**src/rtl/led_pattern_monitor.sv**
```systemverilog
// led_pattern_monitor: tracks a one-hot light bus that walks across 8 LEDs.
// The bus is synchronised, decoded to an index and classified as an adjacent
// step, a non-adjacent jump, a stall (no movement) or an illegal pattern.
// Optional feature macro: LED_MON_STEPCNT_EN enables the step_cnt register;
// without it step_cnt is tied to zero.
module led_pattern_monitor #(
    parameter int sim = 0
) (
    input  logic       clk,
    input  logic       reset,
    input  logic [7:0] led,
    output logic [2:0] pos,
    output logic       dir,
    output logic       valid,
    output logic       step,
    output logic       jump,
    output logic       stall,
    output logic [7:0] step_cnt
);

    localparam int CW = sim ? 4 : 27;
    localparam logic [CW-1:0] STALL_N = CW'(sim ? 15 : 75_000_000);

    typedef enum logic [1:0] {
        IDLE = 2'd0,
        LOCK = 2'd1,
        BAD  = 2'd2
    } state_t;

    state_t        state;
    state_t        state_next;
    logic [7:0]    s1;
    logic [7:0]    s2;
    logic [7:0]    prev;
    logic [CW-1:0] stall_cnt;
    logic [CW-1:0] stall_cnt_next;
    logic [2:0]    pos_next;
    logic          dir_next;
    logic          step_next;
    logic          jump_next;
    logic [2:0]    idx;
    logic          legal;
    logic          up_move;
    logic          down_move;

    // Two-flop synchroniser for the asynchronous bus plus the previous sample.
    always_ff @(posedge clk or posedge reset) begin
        if (reset) begin
            s1   <= 8'h00;
            s2   <= 8'h00;
            prev <= 8'h00;
        end else begin
            s1   <= led;
            s2   <= s1;
            prev <= s2;
        end
    end

    // Decode the synchronised sample into a bit index and adjacency flags.
    always_comb begin
        idx = 3'd0;
        for (int i = 0; i < 8; i++) begin
            if (s2[i]) idx = i[2:0];
        end
        legal     = $onehot(s2);
        up_move   = (idx == 3'(pos + 3'd1));
        down_move = (idx == 3'(pos - 3'd1));
    end

    // State register.
    always_ff @(posedge clk or posedge reset) begin
        if (reset) state <= IDLE;
        else       state <= state_next;
    end

    // Next-state and next-output logic; IDLE and BAD both relock on a legal pattern.
    always_comb begin
        state_next     = state;
        pos_next       = pos;
        dir_next       = dir;
        step_next      = 1'b0;
        jump_next      = 1'b0;
        stall_cnt_next = stall_cnt;
        case (state)
            IDLE, BAD: begin
                stall_cnt_next = '0;
                if (legal) begin
                    state_next = LOCK;
                    pos_next   = idx;
                end
            end
            LOCK: begin
                if (s2 == prev) begin
                    if (stall_cnt != STALL_N) stall_cnt_next = stall_cnt + 1'b1;
                end else if (!legal) begin
                    state_next     = BAD;
                    stall_cnt_next = '0;
                end else begin
                    stall_cnt_next = '0;
                    pos_next       = idx;
                    if (up_move) begin
                        step_next = 1'b1;
                        dir_next  = 1'b1;
                    end else if (down_move) begin
                        step_next = 1'b1;
                        dir_next  = 1'b0;
                    end else if (idx != pos) begin
                        jump_next = 1'b1;
                    end
                end
            end
            default: begin
                state_next     = IDLE;
                stall_cnt_next = '0;
            end
        endcase
    end

    // Registered tracking outputs and the stall counter.
    always_ff @(posedge clk or posedge reset) begin
        if (reset) begin
            pos       <= 3'd0;
            dir       <= 1'b1;
            step      <= 1'b0;
            jump      <= 1'b0;
            stall_cnt <= '0;
        end else begin
            pos       <= pos_next;
            dir       <= dir_next;
            step      <= step_next;
            jump      <= jump_next;
            stall_cnt <= stall_cnt_next;
        end
    end

    assign valid = (state == LOCK);
    assign stall = (state == LOCK) && (stall_cnt == STALL_N);

`ifdef LED_MON_STEPCNT_EN
    logic [7:0] step_cnt_q;

    // Count adjacent steps, wrapping naturally at 8 bits.
    always_ff @(posedge clk or posedge reset) begin
        if (reset)          step_cnt_q <= 8'h00;
        else if (step_next) step_cnt_q <= step_cnt_q + 8'd1;
    end

    assign step_cnt = step_cnt_q;
`else
    assign step_cnt = 8'h00;
`endif

endmodule
```
**config.mk**
```make
export PLATFORM = sky130hd
export DESIGN_NAME = led_pattern_monitor
export DESIGN_NICKNAME = d
export VERILOG_FILES = /design/src/rtl/led_pattern_monitor.sv
export SDC_FILE = /design/constraint.sdc
export NUM_CORES = 1
export LEC_CHECK = 0
export ABC_AREA = 0
export CELL_PAD_IN_SITES_DETAIL_PLACEMENT = 1
export CELL_PAD_IN_SITES_GLOBAL_PLACEMENT = 1
export CORE_MARGIN = 1.5
export CORE_UTILIZATION = 41
export CTS_BUF_LIST = sky130_fd_sc_hd__clkbuf_16
export DETAILED_ROUTE_END_ITERATION = 8
export HOLD_SLACK_MARGIN = 0.02
export PLACE_DENSITY_LB_ADDON = 0.1
export SETUP_SLACK_MARGIN = 0.2
export SYNTH_ARGS = -nofsm -noshare
export SYNTH_HDL_FRONTEND = slang
export SYNTH_SLANG_ARGS = --single-unit
```
**constraint.sdc**
```tcl
create_clock -name clk -period 3.6 [get_ports clk]
set_input_delay 0.72 -clock clk [delete_from_list [all_inputs] [get_ports clk]]
set_output_delay 0.72 -clock clk [all_outputs]
set_load 0.01 [all_outputs]
```
==> results of run 1 <==
sequential cells by signal, indices dropped and copies added (netlist names):
signal / cells
dir: 1
jump: 1
pos: 3
prev: 8
s1: 8
s2: 8
stall_cnt: 27
state: 2
step: 1
metrics by stage:
stage               power (W)  setup TNS [ns]
floorplan            0.000954               0
global placement      0.00106               0
detailed placement    0.00107               0
CTS                   0.00188               0
global route          0.00201         -0.0685
finish                0.00191               0
cell usage after synthesis, types with 2 or more instances:
cell type                  instances
sky130_fd_sc_hd__a21oi_1           8
sky130_fd_sc_hd__and3_1            3
sky130_fd_sc_hd__buf_4             8
sky130_fd_sc_hd__buf_6             3
sky130_fd_sc_hd__dfrtp_1          58
sky130_fd_sc_hd__fa_1              4
sky130_fd_sc_hd__ha_1              7
sky130_fd_sc_hd__inv_1            22
sky130_fd_sc_hd__nand2_1          18
sky130_fd_sc_hd__nand2b_1          3
sky130_fd_sc_hd__nand3_1          16
sky130_fd_sc_hd__nand4_1           5
sky130_fd_sc_hd__nor2_1           36
sky130_fd_sc_hd__nor2_2            2
sky130_fd_sc_hd__nor3_1            8
sky130_fd_sc_hd__nor3_2            3
sky130_fd_sc_hd__nor4_1            7
sky130_fd_sc_hd__nor4b_1           4
sky130_fd_sc_hd__o21ai_0           4
sky130_fd_sc_hd__xnor2_1          15
sky130_fd_sc_hd__xor2_1           23
cell type report:
type | count | area, um^2
Timing Repair Buffer | 30 | 279
Sequential cell | 59 | 1480
Tap cell | 96 | 120
Inverter | 22 | 82.6
Clock inverter | 7 | 53.8
Fill cell | 765 | 3270
Multi-Input combinational cell | 193 | 1370
Clock buffer | 9 | 225
path summary, 6_finish.rpt:
path                           endpoint  slack, ns  cells after the start
max reg2reg                         dir       0.08                     13
min in group asynchronous  stall_cnt[7]       0.85                      2
max                                 dir       0.08                     13
min reg2reg                       s2[6]       0.35                      0
max in group asynchronous         s2[4]       1.95                      3
min                               s2[6]       0.35                      0
cell families (layout without fill, tap and decap cells):
family	after synthesis	count (layout)
AOI/OAI and AO/OA	16	16
xor gates and xnor gates	38	38
adders and majority gates	11	11
buffers and inverters	34	68
DFF	59	59
muxes	1	1
other	1	8
and+or+nand+nor	119	119
power by group:
part	leakage [nW]	switching [W]	internal, W	total (W)
clock	0.130	0.000323	0.000468	0.000791
sequential	0.754	0.0000416	0.000704	0.000745
combinational	0.633	0.000200	0.000176	0.000376
total	1.52	0.000565	0.00135	0.00191
per-layer routing:
layer | track usage (%) | vias to the layer above | share of wire [%]
met1 | 26.1 | 1034 | 49
met4 | 9.52 | 0 | 2.0
li1 | - | 988 | -
met5 | 0 | - | 0
met3 | 3.68 | 8 | 2.7
met2 | 27.2 | 33 | 46
critical path, cell delays in order (launching register included):
cell and delay, ns:
sky130_fd_sc_hd__dfrtp_1 0.39, sky130_fd_sc_hd__inv_2 0.08, sky130_fd_sc_hd__fa_1 0.43, sky130_fd_sc_hd__fa_1 0.51, sky130_fd_sc_hd__fa_1 0.41, sky130_fd_sc_hd__inv_1 0.07, sky130_fd_sc_hd__ha_2 0.18, sky130_fd_sc_hd__inv_2 0.04
sky130_fd_sc_hd__fa_2 0.52, sky130_fd_sc_hd__nand2_2 0.05, sky130_fd_sc_hd__a21oi_2 0.13, sky130_fd_sc_hd__nand3_2 0.12, sky130_fd_sc_hd__or4_1 0.42, sky130_fd_sc_hd__o21ai_1 0.09
repair_timing:
action,4_1_cts,5_1_grt
pin swaps,3,5
setup endpoints to repair,6,6
resized for setup,6,15
buffers inserted,3,4
hold endpoints to repair,0,0
hold buffers,0,0
==> impl_metrics.prom, run 1 <==
# TYPE chip_impl_metric gauge
chip_impl_metric{name="die-area",unit="mm^2"} 0.00768
chip_impl_info{name="yosys.area.top_type",value="sky130_fd_sc_hd__dfrtp_1"} 1
chip_impl_metric{name="place.gp.congestion",unit=""} 0.824
chip_impl_metric{name="hold_violations",unit=""} 0
chip_impl_metric{name="critical_path_arrival",unit="ns"} 3.78
chip_impl_metric{name="global_route_wire_length_before_repair",unit="um"} 10500
chip_impl_metric{name="timing_max_transition_violations_final",unit=""} 0
chip_impl_metric{name="peak_freq",unit="MHz"} 284
chip_impl_info{name="rsz_0062_raised_after_global_routing",value="yes"} 1
chip_impl_metric{name="fin_crit_sh",unit="%"} 97.7
chip_impl_info{name="cts_tree",value="yes"} 1
chip_impl_metric{name="synth.yosys.warnings",unit=""} 0
chip_impl_metric{name="clk_latency",unit="ns"} 0.33
chip_impl_metric{name="total_wire_length",unit="um"} 6240
chip_impl_metric{name="place_area",unit="mm^2"} 0.00321
chip_impl_metric{name="core.rowCount",unit=""} 30
chip_impl_metric{name="worstPathMaxFanout",unit=""} 3
chip_impl_metric{name="via_count",unit=""} 2063
chip_impl_metric{name="arithmetic_cell_share_of_the_synthesized_area_counting_full_adders_half_adders_and_majority_gates",unit="%"} 5.71
chip_impl_info{name="outcome",value="finished clean"} 1
chip_impl_metric{name="design.final.nets",unit=""} 336
chip_impl_metric{name="floorplan.initialDensity",unit="%"} 42.7
chip_impl_metric{name="post_route_cells_drive_above_1_share",unit="%"} 19.4
chip_impl_info{name="timing.hold.worst.start",value="s1[6]"} 1
chip_impl_metric{name="portBuffers",unit=""} 17
chip_impl_metric{name="core_area",unit="mm^2"} 0.00687
chip_impl_metric{name="static-leakage-power",unit="nW"} 1.52
chip_impl_info{name="worst_setup_path_end_kind",value="flop"} 1
chip_impl_metric{name="groute.usage.overall",unit="%"} 18.5
chip_impl_info{name="worstSetupStartpointType",value="flop"} 1
chip_impl_metric{name="synth.mux.area_fraction",unit="%"} 0.341
chip_impl_metric{name="first_iter_violations",unit=""} 69
chip_impl_info{name="most_frequent_standard_cell_in_the_layout_excluding_fill_and_tap_cells",value="sky130_fd_sc_hd__dfrtp_1"} 1
chip_impl_metric{name="tritoncts.num_buffers",unit=""} 9
chip_impl_metric{name="syn2layout_area_growth",unit="%"} 22.8
chip_impl_metric{name="cts_num_sinks",unit=""} 59
chip_impl_metric{name="cts.clk_slew.worst_paths",unit="ns"} 0.05
chip_impl_info{name="synthTopCellsByArea",value="sky130_fd_sc_hd__dfrtp_1 (49%), sky130_fd_sc_hd__xor2_1 (6.9%), sky130_fd_sc_hd__nor2_1 (4.6%)"} 1
chip_impl_metric{name="hold_ws",unit="ns"} 0.347
chip_impl_metric{name="finalCoreUtilization",unit="%"} 52.5
chip_impl_metric{name="final_antenna_net_count",unit=""} 0
chip_impl_info{name="synth_top_family_by_area",value="simple AND/OR/NAND/NOR gates"} 1
chip_impl_info{name="min-delay-path-class",value="reg -> reg"} 1
chip_impl_metric{name="vias_per_cell",unit=""} 4.96
chip_impl_metric{name="transition_at_the_pin_with_the_smallest_max_transition_slack",unit="ns"} 0.782
chip_impl_metric{name="io-pin-count",unit=""} 26
chip_impl_metric{name="clock_skew",unit="ns"} 0.00541
chip_impl_metric{name="dr.pass1.iters",unit=""} 4
chip_impl_info{name="synth_top_flop_cell",value="sky130_fd_sc_hd__dfrtp_1"} 1
chip_impl_metric{name="via_count_of_the_first_global_routing_pass",unit=""} 2124
chip_impl_metric{name="timing.slew.headroom",unit="%"} 47.8
chip_impl_metric{name="synth-async-reset-ratio",unit="%"} 100
chip_impl_metric{name="vdd_ir_drop_max",unit="mV"} 0.282
chip_impl_metric{name="post-route-min-period",unit="ns"} 3.52
chip_impl_metric{name="max_cap_violations",unit=""} 0
chip_impl_metric{name="synthesis.area",unit="mm^2"} 0.00294
chip_impl_metric{name="synth-compound-area-share",unit="%"} 3.50
chip_impl_metric{name="worst_slack",unit="ns"} 0.0841
chip_impl_metric{name="syn_inst",unit=""} 279
chip_impl_metric{name="setup_viol",unit=""} 0
chip_impl_info{name="most-common-layout-cells",value="sky130_fd_sc_hd__dfrtp_1 (58), sky130_fd_sc_hd__nor2_1 (34), sky130_fd_sc_hd__xor2_1 (23)"} 1
chip_impl_metric{name="synth_xor_xnor_area_share",unit="%"} 11.3
chip_impl_metric{name="layoutNonFillerInstCount",unit=""} 416
chip_impl_metric{name="postSynthRegisterBits",unit=""} 59
chip_impl_metric{name="initial_antenna_violation_count",unit=""} 0
chip_impl_metric{name="dieWidth",unit="um"} 87.6
chip_impl_metric{name="dieHeight",unit="um"} 87.6
chip_impl_info{name="worst_setup_path_startpoint",value="s2[1]"} 1
chip_impl_metric{name="insertedDiodeCount",unit=""} 0
chip_impl_metric{name="finish.instance_area",unit="mm^2"} 0.00360
chip_impl_metric{name="synth_edf_count",unit=""} 0
chip_impl_metric{name="power.density",unit="mW/mm^2"} 531
chip_impl_info{name="cts.root.buffer_cell",value="sky130_fd_sc_hd__clkbuf_16"} 1
chip_impl_metric{name="dpl.cell_count",unit=""} 393
chip_impl_metric{name="synth_simple_gate_area_share",unit="%"} 22.5
chip_impl_metric{name="synth-seq-area-share",unit="%"} 50.3
chip_impl_metric{name="max_h_tree_level",unit=""} 3
chip_impl_metric{name="clockBufferDepth",unit=""} 2
chip_impl_metric{name="yosysUniqueCellTypes",unit=""} 43
chip_impl_metric{name="post-route-drc-count",unit=""} 0
chip_impl_metric{name="hpwl",unit="um"} 4350
chip_impl_metric{name="netlist.area_leader.share",unit="%"} 49.4
chip_impl_info{name="crit-reg2reg-launch",value="s2[1]"} 1
chip_impl_metric{name="critical_path_required",unit="ns"} 3.86
chip_impl_metric{name="grt_max_degree",unit=""} 37
chip_impl_info{name="path_class",value="reg -> reg"} 1
chip_impl_metric{name="grt_overflow",unit=""} 0
chip_impl_metric{name="post-place-ws",unit="ns"} 0.0184
chip_impl_metric{name="drt-wirelength-per-cell",unit="um"} 15.0
chip_impl_metric{name="syn_avg_cell_area",unit="um^2"} 10.5
No activity file was read; power rests on OpenSTA's default activity.
==> run 2: changes to the inputs <==
--- a/config.mk
+++ b/config.mk
@@ -12,6 +12,7 @@
 export CORE_UTILIZATION = 41
 export CTS_BUF_LIST = sky130_fd_sc_hd__clkbuf_16
 export DETAILED_ROUTE_END_ITERATION = 8
+export GPL_ROUTABILITY_DRIVEN = 0
 export HOLD_SLACK_MARGIN = 0.02
 export PLACE_DENSITY_LB_ADDON = 0.1
 export SETUP_SLACK_MARGIN = 0.2
==> results of run 2 <==
No change in the layout: final DEF, timing and power equal those of run 1.
==> run 3: changes to the inputs <==
--- a/config.mk
+++ b/config.mk
@@ -8,9 +8,9 @@
 export ABC_AREA = 0
 export CELL_PAD_IN_SITES_DETAIL_PLACEMENT = 1
 export CELL_PAD_IN_SITES_GLOBAL_PLACEMENT = 1
-export CORE_MARGIN = 1.5
-export CORE_UTILIZATION = 41
+export CORE_UTILIZATION = 35
 export CTS_BUF_LIST = sky130_fd_sc_hd__clkbuf_16
+export CTS_CLUSTER_SIZE = 25
 export DETAILED_ROUTE_END_ITERATION = 8
 export GPL_ROUTABILITY_DRIVEN = 0
 export HOLD_SLACK_MARGIN = 0.02
==> run 3 against run 2 <==
  * Wire length is 1.3% higher
  * First-iteration DRC count increased by 2.9%
  * Clock power is 25% higher
  * Final cell count rose by 1.9%
  * Sequential share of layout area fell by 0.53 points
  * Final area up 1.3%
  * Die area up 14%
  * Critical path depth stayed put
  * Flip-flop and latch count did not move
  * Fmax grew 0.39%
  * Core utilization is 7.8 points lower
  * Sequential power barely moved
  * Largest power group unchanged
==> impl_metrics.prom, run 3 (synthesis results as in run 1) <==
# TYPE chip_impl_metric gauge
chip_impl_metric{name="cts.clk_slew.worst_paths",unit="ns"} 0.06
chip_impl_metric{name="power.density",unit="mW/mm^2"} 578
chip_impl_metric{name="power.switching",unit="W"} 0.000557
chip_impl_metric{name="design.final.nets",unit=""} 335
chip_impl_metric{name="switching_share",unit="%"} 26.4
chip_impl_metric{name="hpwl",unit="um"} 4270
chip_impl_metric{name="clock_skew",unit="ns"} 0.00771
chip_impl_metric{name="peak_freq",unit="MHz"} 286
chip_impl_info{name="whs_endpoint",value="s2[3]"} 1
chip_impl_info{name="crit-reg2reg-capture",value="dir"} 1
chip_impl_metric{name="die-area",unit="mm^2"} 0.00876
chip_impl_metric{name="via_count_of_the_first_global_routing_pass",unit=""} 2102
chip_impl_metric{name="syn2layout_area_growth",unit="%"} 24.4
chip_impl_metric{name="post_route_cells_drive_above_1_share",unit="%"} 17.9
chip_impl_metric{name="via_count",unit=""} 2027
chip_impl_metric{name="holdPathStages",unit=""} 0
chip_impl_metric{name="timing.reg2reg.worst_path_depth",unit=""} 13
chip_impl_info{name="timing.hold.worst.start",value="s1[3]"} 1
chip_impl_metric{name="total_wire_length",unit="um"} 6320
chip_impl_metric{name="drt-wirelength-per-cell",unit="um"} 14.9
chip_impl_info{name="worstSetupStartpointType",value="flop"} 1
chip_impl_info{name="most_frequent_standard_cell_in_the_layout_excluding_fill_and_tap_cells",value="sky130_fd_sc_hd__dfrtp_1"} 1
chip_impl_metric{name="finalCoreUtilization",unit="%"} 44.7
chip_impl_info{name="worst_setup_path_end_kind",value="flop"} 1
chip_impl_metric{name="cts_num_sinks",unit=""} 59
chip_impl_metric{name="p_seq_share",unit="%"} 35.4
chip_impl_metric{name="setup_viol",unit=""} 0
chip_impl_metric{name="dieWidth",unit="um"} 93.6
chip_impl_metric{name="critical_path_required",unit="ns"} 3.86
chip_impl_info{name="cts_tree",value="yes"} 1
chip_impl_metric{name="setup.reg_to_reg.worst_slack",unit="ns"} 0.1
chip_impl_metric{name="grt_max_degree",unit=""} 44
chip_impl_metric{name="initial_antenna_violation_count",unit=""} 0
chip_impl_info{name="outcome",value="finished clean"} 1
chip_impl_metric{name="tritoncts.num_buffers",unit=""} 9
chip_impl_info{name="cts.root.buffer_cell",value="sky130_fd_sc_hd__clkbuf_16"} 1
chip_impl_metric{name="critPathMaxStageDelay",unit="ns"} 0.54
chip_impl_metric{name="totalPowerFinal",unit="W"} 0.00211
chip_impl_metric{name="cellInternalPower",unit="W"} 0.00155
chip_impl_info{name="most-common-layout-cells",value="sky130_fd_sc_hd__dfrtp_1 (58), sky130_fd_sc_hd__nor2_1 (35), sky130_fd_sc_hd__xor2_1 (23)"} 1
chip_impl_metric{name="global_route_wire_length_before_repair",unit="um"} 10900
chip_impl_metric{name="static-leakage-power",unit="nW"} 1.54
chip_impl_metric{name="io-pin-count",unit=""} 26
chip_impl_info{name="path_class",value="reg -> reg"} 1
chip_impl_metric{name="post-route-min-period",unit="ns"} 3.50
chip_impl_metric{name="floorplan.initialDensity",unit="%"} 35.9
chip_impl_info{name="rsz_0062_raised_after_global_routing",value="yes"} 1
chip_impl_metric{name="transition_at_the_pin_with_the_smallest_max_transition_slack",unit="ns"} 0.673
chip_impl_metric{name="power.combinational.fraction",unit="%"} 17.6
chip_impl_metric{name="worst_slack",unit="ns"} 0.0977
chip_impl_info{name="min-delay-path-class",value="reg -> reg"} 1
chip_impl_metric{name="fin_crit_sh",unit="%"} 97.3
chip_impl_metric{name="vias_per_cell",unit=""} 4.78
chip_impl_metric{name="fill_cells",unit=""} 905
chip_impl_metric{name="timing_max_transition_violations_final",unit=""} 0
chip_impl_metric{name="critical_path_arrival",unit="ns"} 3.77
chip_impl_metric{name="clockPowerShare",unit="%"} 47.0
chip_impl_metric{name="core_area",unit="mm^2"} 0.00818
chip_impl_metric{name="post-route-drc-count",unit=""} 0
chip_impl_metric{name="grt_overflow",unit=""} 0
chip_impl_info{name="crit_path_frequent_cell",value="sky130_fd_sc_hd__fa_1"} 1
chip_impl_info{name="worst_path_max_delay_cell",value="sky130_fd_sc_hd__fa_1"} 1
chip_impl_metric{name="hold_violations",unit=""} 0
chip_impl_metric{name="vdd_ir_drop_max",unit="mV"} 0.279
chip_impl_info{name="timing.critical_path.cells",value="inv_2 > fa_1 > fa_1 > fa_1 > inv_1 > ha_2 > inv_2 > fa_2 > nand2_1 > a21oi_2 > nand3_2 > or4_1 > o21ai_1"} 1
chip_impl_info{name="crit-reg2reg-launch",value="s2[0]"} 1
chip_impl_metric{name="worstPathMaxFanout",unit=""} 3
chip_impl_info{name="max_flop_register",value="stall_cnt"} 1
chip_impl_metric{name="portBuffers",unit=""} 17
chip_impl_metric{name="dieHeight",unit="um"} 93.6
chip_impl_metric{name="dr.pass1.iters",unit=""} 4
chip_impl_metric{name="post-place-ws",unit="ns"} 0.0446
chip_impl_metric{name="insertedDiodeCount",unit=""} 0
chip_impl_metric{name="core.rowCount",unit=""} 33
chip_impl_metric{name="clockBufferDepth",unit=""} 2
chip_impl_metric{name="first_iter_violations",unit=""} 71
chip_impl_metric{name="timing.slew.headroom",unit="%"} 54.8
chip_impl_metric{name="largest_register_ffs",unit=""} 27
chip_impl_metric{name="max_h_tree_level",unit=""} 3
chip_impl_metric{name="clk_latency",unit="ns"} 0.33
chip_impl_metric{name="final_antenna_net_count",unit=""} 0
chip_impl_metric{name="groute.usage.overall",unit="%"} 16.7
chip_impl_metric{name="max_cap_violations",unit=""} 0
[run 3: power by group through the flow]
stage | clock, W | combinational [W] | sequential (W)
final | 0.000991 | 0.000370 | 0.000747
after global placement | 0 | 0.000308 | 0.000755
after CTS | 0.00101 | 0.000327 | 0.000744
after global routing | 0.00105 | 0.000418 | 0.000754
after detailed placement | 0 | 0.000316 | 0.000754
after floorplan | 0 | 0.000199 | 0.000755
[run 3: how the worst max path moves through the flow]
| stage | from | endpoint | cells past startpoint |
|---|---|---|---|
| finish | s2[0] | dir | 13 |
| detailed placement | s2[3] | dir | 13 |
| CTS | s2[0] | dir | 13 |
| global placement | s2[1] | dir | 13 |
| global route | s2[0] | dir | 14 |
| floorplan | s2[3] | dir | 13 |
[run 3: what timing repair did]
item / in CTS / in global routing
hold buffers: 0 / 0
pin swaps: 3 / 3
resized for setup: 1 / 15
endpoints found under the setup margin: 5 / 7
buffers inserted: 2 / 3
[run 3: cell type report]
type | instances | area [um^2] | area share, %
repair buffers | 29 | 268 | 7.33
multi-input cells | 193 | 1350 | 37.0
flip-flops and latches | 59 | 1480 | 40.5
well taps | 105 | 131 | 3.60
clock inverters | 7 | 116 | 3.19
inverters | 22 | 82.6 | 2.26
clock buffers | 9 | 225 | 6.17
[run 3: through the flow]
step           TNS, ns  cell area (um^2)  instances  hold WS (ns)
2_1_floorplan        0              2970        286         0.331
3_5_place_dp         0              3220        403         0.336
4_1_cts              0              3590        421         0.346
5_1_grt         -0.137              3650        424         0.355
3_3_place_gp         0              3220        403         0.332
6_report             0              3650        424         0.345
[run 3: worst max-delay path: cells and delay by family, from the launching register on]
family          cells  cell delay (ns)
simple gates        3             0.59
compound gates      2             0.27
flops               1             0.36
fa+ha+maj           5             2.07
buf+inv             3             0.15
[run 3: routing by layer]
layer / vias up / share of wire (%) / GRT usage (%) / routed length (um)
li1: 989 / - / - / -
met1: 1002 / 52 / 24.2 / 3310
met2: 28 / 43 / 23.7 / 2740
met3: 8 / 2.9 / 4.72 / 185
met4: 0 / 1.3 / 5.77 / 85
met5: - / 0 / 0 / 0
